$ cat config.mk
export PLATFORM = sky130hd
export DESIGN_NAME = data_read_ctrl
export DESIGN_NICKNAME = d
export VERILOG_FILES = /design/src/rtl/data_read_ctrl.sv
export SDC_FILE = /design/constraint.sdc
export NUM_CORES = 1
export LEC_CHECK = 0
export ABC_CLOCK_PERIOD_IN_PS = 2800
export CAP_MARGIN = 20
export CORE_MARGIN = 3
export CORE_UTILIZATION = 60
export CTS_CLUSTER_SIZE = 24
export DETAILED_ROUTE_END_ITERATION = 7
export DONT_BUFFER_PORTS = 1
export PLACE_DENSITY = 0.76
export SKIP_CTS_REPAIR_TIMING = 1
export SYNTH_ARGS = -nofsm -noshare
export SYNTH_HDL_FRONTEND = slang
export SYNTH_SLANG_ARGS = --single-unit
$ cat constraint.sdc
create_clock -name Sclk -period 2.8 [get_ports Sclk]
set_input_delay 0.56 -clock Sclk [delete_from_list [all_inputs] [get_ports Sclk]]
set_output_delay 0.56 -clock Sclk [all_outputs]
set_load 0.02 [all_outputs]
$ cat src/rtl/data_read_ctrl.sv
// data_read_ctrl: read-side sequencer for the circular input-sample buffer in
// data_memory. Tracks the write pointer and fill level, turns per-frame delay
// values k into circular read addresses x(n-k), and streams the returned samples
// to the MAC with valid/ready handshakes. Samples older than the buffer's fill
// level read as zero.
// Optional build macro ZERO_SKIP_EN: while data_memory reports a run of zero
// inputs (flag_zero), accepted delays skip the memory read and return zero.
module data_read_ctrl #(
  parameter int unsigned ADDR_W = 8,
  parameter int unsigned DATA_W = 16,
  parameter int unsigned K_W    = 8
) (
  input  logic              Sclk,
  input  logic              reset,
  input  logic              wr_strobe,
  input  logic              frame_start,
  input  logic              k_valid,
  output logic              k_ready,
  input  logic [K_W-1:0]    k_data,
  input  logic              k_last,
  output logic              read_enable,
  output logic [ADDR_W-1:0] dataread,
  input  logic [DATA_W-1:0] input_data,
  input  logic              flag_zero,
  output logic              out_valid,
  input  logic              out_ready,
  output logic [DATA_W-1:0] out_data,
  output logic              out_last,
  output logic              frame_busy,
  output logic              frame_done
);

  localparam int unsigned FILL_W = ADDR_W + 1;
  localparam int unsigned CMP_W  = (K_W > FILL_W) ? K_W : FILL_W;
  localparam logic [FILL_W-1:0] DEPTH = {1'b1, {ADDR_W{1'b0}}};

  typedef enum logic [1:0] {
    ST_IDLE  = 2'd0,
    ST_RUN   = 2'd1,
    ST_FLUSH = 2'd2
  } state_t;

  state_t              state_q,       state_d;
  logic [ADDR_W-1:0]   wr_ptr_q,      wr_ptr_d;
  logic [FILL_W-1:0]   fill_q,        fill_d;
  logic [ADDR_W-1:0]   snap_newest_q, snap_newest_d;
  logic [FILL_W-1:0]   snap_fill_q,   snap_fill_d;
  logic [ADDR_W-1:0]   dataread_q,    dataread_d;
  logic                out_valid_q,   out_valid_d;
  logic [DATA_W-1:0]   out_data_q,    out_data_d;
  logic                out_last_q,    out_last_d;
  logic                frame_busy_q,  frame_busy_d;
  logic                frame_done_q,  frame_done_d;

  logic                k_ready_c;
  logic                k_hs;
  logic                k_in_range;
  logic                rd_en;
  logic [ADDR_W-1:0]   rd_addr;

`ifndef ZERO_SKIP_EN
  // flag_zero only matters when zero-skipping is built in
  logic unused_flag_zero;
  assign unused_flag_zero = flag_zero;
`endif

  // Write pointer and saturating fill level follow every write, in any state
  always_comb begin
    wr_ptr_d = wr_ptr_q;
    fill_d   = fill_q;
    if (wr_strobe) begin
      wr_ptr_d = wr_ptr_q + ADDR_W'(1);
      if (fill_q != DEPTH) begin
        fill_d = fill_q + FILL_W'(1);
      end
    end
  end

  // Delay handshake, range test against the snapshot and circular read address
  always_comb begin
    k_ready_c = 1'b0;
    if (state_q == ST_RUN) begin
      k_ready_c = ~out_valid_q | out_ready;
    end
    k_hs       = k_valid & k_ready_c;
    k_in_range = CMP_W'(k_data) < CMP_W'(snap_fill_q);
    rd_addr    = snap_newest_q - ADDR_W'(k_data);
`ifdef ZERO_SKIP_EN
    rd_en      = k_hs & k_in_range & ~flag_zero;
`else
    rd_en      = k_hs & k_in_range;
`endif
    // Address lines keep the last issued address when no read happens
    dataread_d = rd_en ? rd_addr : dataread_q;
  end

  // Frame sequencing, snapshot capture and the output sample register
  always_comb begin
    state_d       = state_q;
    snap_newest_d = snap_newest_q;
    snap_fill_d   = snap_fill_q;
    out_valid_d   = out_valid_q;
    out_data_d    = out_data_q;
    out_last_d    = out_last_q;
    frame_done_d  = 1'b0;

    // Consumer took the current sample; a same-cycle new k reloads below
    if (out_valid_q & out_ready) begin
      out_valid_d = 1'b0;
    end
    if (k_hs) begin
      out_valid_d = 1'b1;
      out_data_d  = rd_en ? input_data : '0;
      out_last_d  = k_last;
    end

    case (state_q)
      ST_IDLE: begin
        if (frame_start) begin
          // Pre-increment values: a write in this same cycle is not part of the frame
          state_d       = ST_RUN;
          snap_newest_d = wr_ptr_q - ADDR_W'(1);
          snap_fill_d   = fill_q;
        end
      end
      ST_RUN: begin
        if (k_hs & k_last) begin
          state_d = ST_FLUSH;
        end
      end
      ST_FLUSH: begin
        if (out_valid_q & out_ready & out_last_q) begin
          state_d      = ST_IDLE;
          frame_done_d = 1'b1;
        end
      end
      default: begin
        state_d = ST_IDLE;
      end
    endcase

    frame_busy_d = (state_d != ST_IDLE);
  end

  // State and output registers with synchronous reset
  always_ff @(posedge Sclk) begin
    if (reset) begin
      state_q       <= ST_IDLE;
      wr_ptr_q      <= '0;
      fill_q        <= '0;
      snap_newest_q <= '0;
      snap_fill_q   <= '0;
      dataread_q    <= '0;
      out_valid_q   <= 1'b0;
      out_data_q    <= '0;
      out_last_q    <= 1'b0;
      frame_busy_q  <= 1'b0;
      frame_done_q  <= 1'b0;
    end else begin
      state_q       <= state_d;
      wr_ptr_q      <= wr_ptr_d;
      fill_q        <= fill_d;
      snap_newest_q <= snap_newest_d;
      snap_fill_q   <= snap_fill_d;
      dataread_q    <= dataread_d;
      out_valid_q   <= out_valid_d;
      out_data_q    <= out_data_d;
      out_last_q    <= out_last_d;
      frame_busy_q  <= frame_busy_d;
      frame_done_q  <= frame_done_d;
    end
  end

  assign k_ready     = k_ready_c;
  assign read_enable = rd_en;
  assign dataread    = dataread_d;
  assign out_valid   = out_valid_q;
  assign out_data    = out_data_q;
  assign out_last    = out_last_q;
  assign frame_busy  = frame_busy_q;
  assign frame_done  = frame_done_q;

endmodule
==> results of run 1 <==
-- worst paths after layout --
| kind | from | end | slack, ps | cells past startpoint |
|---|---|---|---|---|
| worst max-delay path | snap_fill_q[7] | dataread[3] | 70 | 7 |
| worst min-delay path | reset | dataread_q[7] | 290 | 1 |
| worst max register to register | snap_fill_q[7] | out_data[13] | 580 | 8 |
| worst min register to register | snap_fill_q[7] | snap_fill_q[7] | 450 | 2 |
-- cell type report --
type	count	area (um^2)
clock inverters	7	104
inverters	22	82.6
clock buffers	9	124
multi-input cells	235	1660
fillers	402	1430
well taps	67	83.8
repair buffers	6	48.8
flip-flops and latches	64	1280
-- critical path, cell delays in order, from the launching register on --
cell and delay (ps):
dfxtp_2 320, inv_1 90, ha_4 200, o21bai_1 220, o2111ai_2 190, a211oi_2 260
buf_4 210, mux2_4 350
-- sequential cells by signal (all words and copies together) (netlist names) --
register       count
dataread_q         8
fill_q             9
frame_busy         1
frame_done         1
out_data          16
out_last           1
out_valid          1
snap_fill_q        9
snap_newest_q      8
state_q            2
wr_ptr_q           8
-- Yosys cell counts (4+ instances only) --
master	n
xor2_1	12
nor2b_1	5
clkbuf_1	10
nand3_1	4
a22o_1	10
dfxtp_1	64
o21ai_0	9
a21oi_1	26
ha_1	18
nand2b_1	4
a22o_2	6
and2b_1	5
xnor2_1	8
nor2_1	32
inv_1	21
a211oi_1	7
or3_1	5
nand4_1	8
nand2_1	36
-- layer usage --
layer | part of all wire, % | vias to the layer above
met5 | 0 | -
met4 | 2.3 | 0
met3 | 4.0 | 17
met2 | 50 | 47
met1 | 44 | 1079
li1 | - | 1173
-- cell families after synthesis --
family | share of synthesized area (%)
xor gates and xnor gates | 5.74
AOI/OAI and AO/OA | 16.5
buffers and inverters | 5.90
DFF | 42.0
and+or+nand+nor | 18.6
adders and majority gates | 8.04
muxes | 3.24
-- power breakdown --
part | total [uW] | leakage [uW] | switching (uW) | internal (uW)
registers | 978 | 0.000521 | 34.9 | 943
clock network | 896 | 0.000114 | 384 | 511
logic | 273 | 0.000688 | 151 | 122
-- stage by stage --
stage | utilization, % | hold slack (ps)
floorplan | - | 432
global placement | 63.7 | 438
detailed placement | 63.7 | 443
CTS | 68.4 | 262
global route | 70.3 | 262
finish | 70.3 | 287
-- placed cells by master, fill, tap and decap left out, types with 3 or more instances in the layout --
master / netlist / layout
a211oi_1: 7 / 6
a21oi_1: 26 / 26
a22o_1: 10 / 10
a22o_2: 6 / 6
and2b_1: 5 / 5
buf_4: 0 / 5
clkbuf_8: 0 / 9
clkinv_4: 0 / 3
dfxtp_1: 64 / 62
ha_1: 18 / 16
inv_1: 21 / 20
mux2_4: 3 / 6
nand2_1: 36 / 36
nand2b_1: 4 / 4
nand3_1: 4 / 4
nand4_1: 8 / 8
nor2_1: 32 / 32
nor2b_1: 5 / 5
nor4b_1: 3 / 3
o211ai_1: 3 / 3
o21ai_0: 9 / 8
or3_1: 5 / 5
xnor2_1: 8 / 8
xor2_1: 12 / 12
==> reports/metrics.cfg, run 1 <==
[outcome]
status = complete, no violations

[grt]
grt.met3_usage_pct = 7.16
gr-usage-met1_pct = 23.8
busiest_layer = met2
grt_pass1_vias = 2215
grt_pass1_wl_um = 9690
grtUsageTotal_pct = 20.2
grt_util_met2_pct = 33.2
antenna_found_initial = 0
grt.overflow.total = 0
grt_max_degree = 52

[timing]
slew_viol_final = 0
finalSetupViolCount = 0
relSlewSlack_pct = 48.5
skew_ps = 8.18
min_period_over_period_pct = 97.5
setup_slack_ps = 71.2
fmax_ghz = 0.366
setup-tns-final_ps = 0
tightestPinTransition_ps = 772
rsz0062_at_grt = yes
period_needed_ps = 2730
final_hold_viol_count = 0

[worst_setup_path]
crit_fanout = 6
critPathLaunchType = flop
path_class = flop to output pin
required_ps = 2240
arrival_ps = 2170
worstSetupEndpointType = output pin

[cells_and_area]
drive_gt1_share_pct = 14.6
final_area_um2 = 3390
n_antenna_cell = 0
layout.nets = 389
final_cells = 410
area_growth_pct = 11.0

[clock_network]
clockBufferDepth = 2
cts_made_buffers = 9
cts_tree = done
cts_max_level = 3
cts.sinks = 64
clk_pin_slew_ps = 70
cts_root_buffer = clkbuf_8
clk_latency_ps = 340

[detailed_routing]
route.vias.total = 2316
dr.pass1.iters = 4
drc = 0
routed_wl_um = 6130
wire_per_inst_um = 15.0
vias_per_cell = 5.65
drt_iter0_drc = 79
drtAntennaViolNets = 0

[place]
gp_congestion = 0.827
place_area_um2 = 3070
placed_cells = 392
place_ws_ps = 99.0
portBuffers = 0
dpl.hpwl_um = 4170

[synthesis]
synth_edf_count = 0
synth_area_um2 = 3050
synth_top_area_share_pct = 42.0
async_flop_share_pct = 0
yosysSeqAreaShare_pct = 42.0
synth.yosys.warnings = 0
synth.distinct_cells = 49
postSynthAreaPerCell_um2 = 9.03
synth_area_leaders = dfxtp_1 42%, ha_1 7.4%, nand2_1 4.4%, a21oi_1 4.3%, nor2_1 3.9%
synth_cells = 338
yosysTopAreaCell = dfxtp_1
syn_nets = 389
synth_seq_cells = 64
ys.flop_type = dfxtp_1

[power_and_ir_drop]
peakVddDrop_uv = 401
power.total_uw = 2150
p_per_area_nw_per_um2 = 633
leakage_uw = 0.00132

[die]
die-area_um2 = 5980
initial_utilization_pct = 63.4
core_area_um2 = 4820
rows = 25
io_pins = 62
fp.dieW_um = 77.3
die_y_um = 77.3

[run]
max_cap_violations = 0

[hold_path]
min_path_type = input port to flop

Note: power is estimated with default switching activity, not from simulation.
==> inputs of run 2 (changes only) <==
--- a/config.mk
+++ b/config.mk
@@ -12,7 +12,9 @@
 export CTS_CLUSTER_SIZE = 24
 export DETAILED_ROUTE_END_ITERATION = 7
 export DONT_BUFFER_PORTS = 1
+export MAX_ROUTING_LAYER = met4
 export PLACE_DENSITY = 0.76
+export SETUP_SLACK_MARGIN = 0.4
 export SKIP_CTS_REPAIR_TIMING = 1
 export SYNTH_ARGS = -nofsm -noshare
 export SYNTH_HDL_FRONTEND = slang
==> run 2 against run 1 <==
  * Routed wire length is 1.4% lower
  * Final area down 0.63%
  * Cell count is 0.49% lower
  * Worst hold slack improved by 5.7 ps
  * Critical path depth unchanged
  * Sequential cell count is the same
  * Clock power decreased by 9.5%
==> reports/metrics.cfg, run 2 (synthesis gave the netlist of run 1 again) <==
[grt]
grtUsageTotal_pct = 21.5
grt_pass1_vias = 2257
grt.overflow.total = 0
grt_pass1_wl_um = 10000
antenna_found_initial = 0
grt_max_degree = 52

[worst_setup_path]
crit_fanout = 8
path_class = flop to output pin
r2r_cells = 8
arrival_ps = 2200
worstSetupEndpointType = output pin
rrSetupSlack_ps = 660
required_ps = 2240
critPathLaunchType = flop
reg2reg_to = out_data[6]
reg2reg_from = snap_fill_q[6]

[timing]
tightestPinTransition_ps = 755
final_hold_viol_count = 0
min_period_over_period_pct = 98.5
rsz0062_at_grt = yes
period_needed_ps = 2760
finalSetupViolCount = 0
fmax_ghz = 0.363
setup-tns-final_ps = 0
hold_ws_ps = 292
slew_viol_final = 0
relSlewSlack_pct = 49.7
skew_ps = 5.99

[hold_path]
min_from = reset
hold_path_depth = 1
min_path_type = input port to flop
min_to = snap_fill_q[7]

[detailed_routing]
topRoutingLayerUsed = met4
met2_length_um = 2920
route.vias.total = 2298
drtAntennaViolNets = 0
dr.pass1.iters = 4
routed_wl_um = 6050
wl_met3_um = 319
met1_length_um = 2720
wire_per_inst_um = 14.8
drc = 0
drt_iter0_drc = 137
vias_per_cell = 5.63

[die]
initial_utilization_pct = 63.4
die_y_um = 77.3
rows = 25
core_area_um2 = 4820
die-area_um2 = 5980
io_pins = 62
fp.dieW_um = 77.3

[clock_network]
clk_latency_ps = 340
clockBufferDepth = 2
cts_tree = done
cts_made_buffers = 9
cts_root_buffer = clkbuf_8
clk_pin_slew_ps = 70
cts_max_level = 3
cts.sinks = 64

[power_and_ir_drop]
p_per_area_nw_per_um2 = 611
pwr-share-seq_pct = 47.6
power.total_uw = 2060
leakage_uw = 0.00130
combPwrFrac_pct = 13.0
peakVddDrop_uv = 440
p_sw_uw = 538
switching_share_pct = 26.1
pwr-share-clk_pct = 39.4
p_int_uw = 1520

[cells_and_area]
layout.nets = 387
finish.utilization_pct = 69.9
area_growth_pct = 10.3
final_area_um2 = 3370
layout.cells.most_common = dfxtp_1
num-fill-cells = 408
largest_reg_flops = 16
n_antenna_cell = 0
final_cell_mix = 61 x dfxtp_1, 35 x nand2_1, 32 x nor2_1
drive_gt1_share_pct = 15.5

[place]
portBuffers = 0
gp_congestion = 0.802
place_area_um2 = 3100
dpl.hpwl_um = 4110

[outcome]
status = complete, no violations

[run]
max_cap_violations = 0

==> run 2: cell count changes in the layout (fill, tap and decap cells not counted), sizes merged <==
cell | before | now
inv | 24 | 22
clkinv | 3 | 2
clkinvlp | 0 | 2
buf | 6 | 4
bufinv | 2 | 1
clkbuf | 9 | 11
==> run 2: final cells by class <==
class	count	area [um^2]	area share [%]
multi-input cells	235	1680	49.8
flip-flops and latches	64	1280	38.2
clock buffers	11	151	4.50
well taps	67	83.8	2.49
inverters	22	82.6	2.45
clock inverters	5	55.1	1.64
repair buffers	4	31.3	0.929
==> run 2: worst max path at each step <==
| stage | from | end | slack (ps) | cells past startpoint |
|---|---|---|---|---|
| 3_3_place_gp | k_data[6] | dataread[1] | 220 | 6 |
| 2_1_floorplan | k_data[6] | dataread[3] | 310 | 6 |
| 5_1_grt | snap_fill_q[6] | dataread[1] | -30 | 7 |
| 4_1_cts | snap_fill_q[6] | dataread[2] | -30 | 7 |
| 3_5_place_dp | k_data[6] | dataread[2] | 200 | 6 |
| 6_report | snap_fill_q[6] | dataread[1] | 40 | 7 |
==> run 2: per-layer routing <==
| layer | up-vias | GRT usage (%) |
|---|---|---|
| met5 | - | - |
| met1 | 1070 | 25.6 |
| met4 | 0 | 11.2 |
| met3 | 8 | 5.16 |
| met2 | 59 | 33.6 |
| li1 | 1161 | - |
==> run 2: metrics by stage <==
stage	std cells	setup WS, ps
finish	408	42.3
CTS	406	-28.2
floorplan	338	313
global placement	390	215
detailed placement	390	203
global route	408	-33.6
==> run 2: critical path, stage by stage (launching register included) <==
cell and delay, ps:
dfxtp_2 340, inv_2 40, ha_4 210, a211oi_2 200, o2111ai_2 180, a211oi_2 300
buf_6 220, mux2_4 360
==> run 2: power groups by stage <==
stage	registers, uW	clock network [uW]	logic [uW]
after floorplan	991	0	230
after global placement	999	0	246
after detailed placement	1000	0	253
after CTS	980	825	255
after global routing	983	878	303
final	980	811	267
==> inputs of run 3 (changes only) <==
--- a/config.mk
+++ b/config.mk
@@ -7,6 +7,7 @@
 export LEC_CHECK = 0
 export ABC_CLOCK_PERIOD_IN_PS = 2800
 export CAP_MARGIN = 20
+export CORE_ASPECT_RATIO = 1.5
 export CORE_MARGIN = 3
 export CORE_UTILIZATION = 60
 export CTS_CLUSTER_SIZE = 24
==> constraint.sdc (replaced) <==
create_clock -name Sclk -period 2.8 [get_ports Sclk]
set_input_delay 0.56 -clock Sclk [delete_from_list [all_inputs] [get_ports Sclk]]
set_output_delay 0.56 -clock Sclk [all_outputs]
set_load 0.05 [all_outputs]
==> run 3 against run 2 <==
  * The flow now finishes with violations (setup timing)
  * First-iteration DRC count shrank 29%
  * Global-route usage grew 0.71 points
  * Critical path depth grew 1
  * Final area grew 3.0%
  * Core utilization grew 1.1 points
  * Non-clock buffer count grew 6
  * Routed wire length grew 7.5%
  * Cell count grew 1.2%
  * Via count grew 3.5%
  * Highest routed layer unchanged
  * Largest power group unchanged
  * Critical path type unchanged
  * Combinational power grew 17%
  * Clock-buffer cell count grew 2
  * Worst hold slack gained 3.4 ps
==> reports/metrics.cfg, run 3 (synthesis gave the netlist of run 1 again) <==
[cells_and_area]
layout.cells.most_common = dfxtp_1
drive_gt1_share_pct = 16.7
area_growth_pct = 13.7
largest_reg_flops = 16
n_antenna_cell = 0
final_cells = 413
final_cell_mix = 61 x dfxtp_1, 35 x nand2_1, 32 x nor2_1
final_area_um2 = 3470
layout.nets = 393

[die]
rows = 31
die-area_um2 = 6000
io_pins = 62
die_y_um = 93.3
fp.dieW_um = 64.2
core_area_um2 = 4890
initial_utilization_pct = 62.4

[timing]
final_hold_viol_count = 0
rsz0062_at_grt = yes
finalSetupViolCount = 8
hold_ws_ps = 296
period_needed_ps = 2860
fmax_ghz = 0.349
skew_ps = 7.72
relSlewSlack_pct = 49.4
tightestPinTransition_ps = 759
slew_viol_final = 0
setup_slack_ps = -62.9
min_period_over_period_pct = 102

[place]
dpl.hpwl_um = 4380
place_area_um2 = 3140
gp_congestion = 0.837
placed_cells = 391
portBuffers = 0
place_ws_ps = 71.7

[clock_network]
cts_root_buffer = clkbuf_8
clk_latency_ps = 350
clockBufferDepth = 2
cts_made_buffers = 9
cts_tree = done
cts_max_level = 3
cts.sinks = 64
clk_pin_slew_ps = 60

[detailed_routing]
routed_wl_um = 6500
drtAntennaViolNets = 0
wire_per_inst_um = 15.7
wl_met3_um = 399
route.vias.total = 2379
vias_per_cell = 5.76
drt_iter0_drc = 97
drc = 0
topRoutingLayerUsed = met4
dr.pass1.iters = 4
met2_length_um = 3470
met1_length_um = 2480

[grt]
grt_pass1_vias = 2310
grt_max_degree = 52
grt.overflow.total = 0
antenna_found_initial = 0
grtUsageTotal_pct = 22.2
grt_pass1_wl_um = 10100

[power_and_ir_drop]
power.total_uw = 2110
leakage_uw = 0.00135
p_per_area_nw_per_um2 = 607
peakVddDrop_uv = 335

[worst_setup_path]
arrival_ps = 2300
worstSetupEndpointType = output pin
path_class = flop to output pin
r2r_cells = 11
reg2reg_from = snap_fill_q[6]
required_ps = 2240
crit_fanout = 5
critPathLaunchType = flop
slowest_stage = mux2_4
slowest_delay_ps = 380
reg2reg_to = out_data[5]
rrSetupSlack_ps = 520
worstPathCellList = inv_1 -> ha_1 -> a211oi_2 -> o2111ai_2 -> a211oi_4 -> buf_4 -> clkbuf_16 -> mux2_4

[hold_path]
hold_path_depth = 1
min_to = snap_newest_q[4]
min_path_type = input port to flop
min_from = reset

[run]
max_cap_violations = 0

[outcome]
violations = setup timing
status = complete, but fails checks

run 3: power by group:
part	internal (uW)	switching, uW	total, uW
sequential	944	49.5	993
combinational	132	181	313
clock	457	343	800
run 3: routing by layer:
metal / track usage (%) / vias up
li1: - / 1182
met4: 12.2 / 0
met3: 6.49 / 11
met2: 38.5 / 62
met5: - / -
met1: 22.0 / 1124
run 3: final cells by class:
| class | count | area, um^2 |
|---|---|---|
| Multi-Input combinational cell | 235 | 1700 |
| Fill cell | 388 | 1420 |
| Sequential cell | 64 | 1280 |
| Clock buffer | 13 | 159 |
| Timing Repair Buffer | 10 | 118 |
| Inverter | 22 | 82.6 |
| Tap cell | 66 | 82.6 |
| Clock inverter | 3 | 40.0 |
run 3: worst max-delay path by stage:
stage	startpoint	endpoint	slack, ps	cells past startpoint
6_report	snap_fill_q[5]	dataread[5]	-60	8
2_1_floorplan	k_data[6]	dataread[0]	140	6
3_5_place_dp	k_data[0]	dataread[4]	70	7
3_3_place_gp	k_data[0]	dataread[6]	110	7
5_1_grt	snap_fill_q[6]	dataread[5]	-130	8
4_1_cts	snap_newest_q[0]	dataread[4]	-120	8
run 3: metrics by stage:
stage,TNS (ps),utilization [%]
floorplan,0,-
global placement,0,64.3
detailed placement,0,64.3
CTS,-524,68.4
global route,-673,71.0
finish,-141,71.0
run 3: critical path, delay by kind of cell, from the launching register on:
family	cells	cell delay (ps)
flip-flops	1	330
buffers and inverters	3	350
multiplexers	1	380
AO/OA/AOI/OAI	3	720
adder cells (fa/ha/maj)	1	180
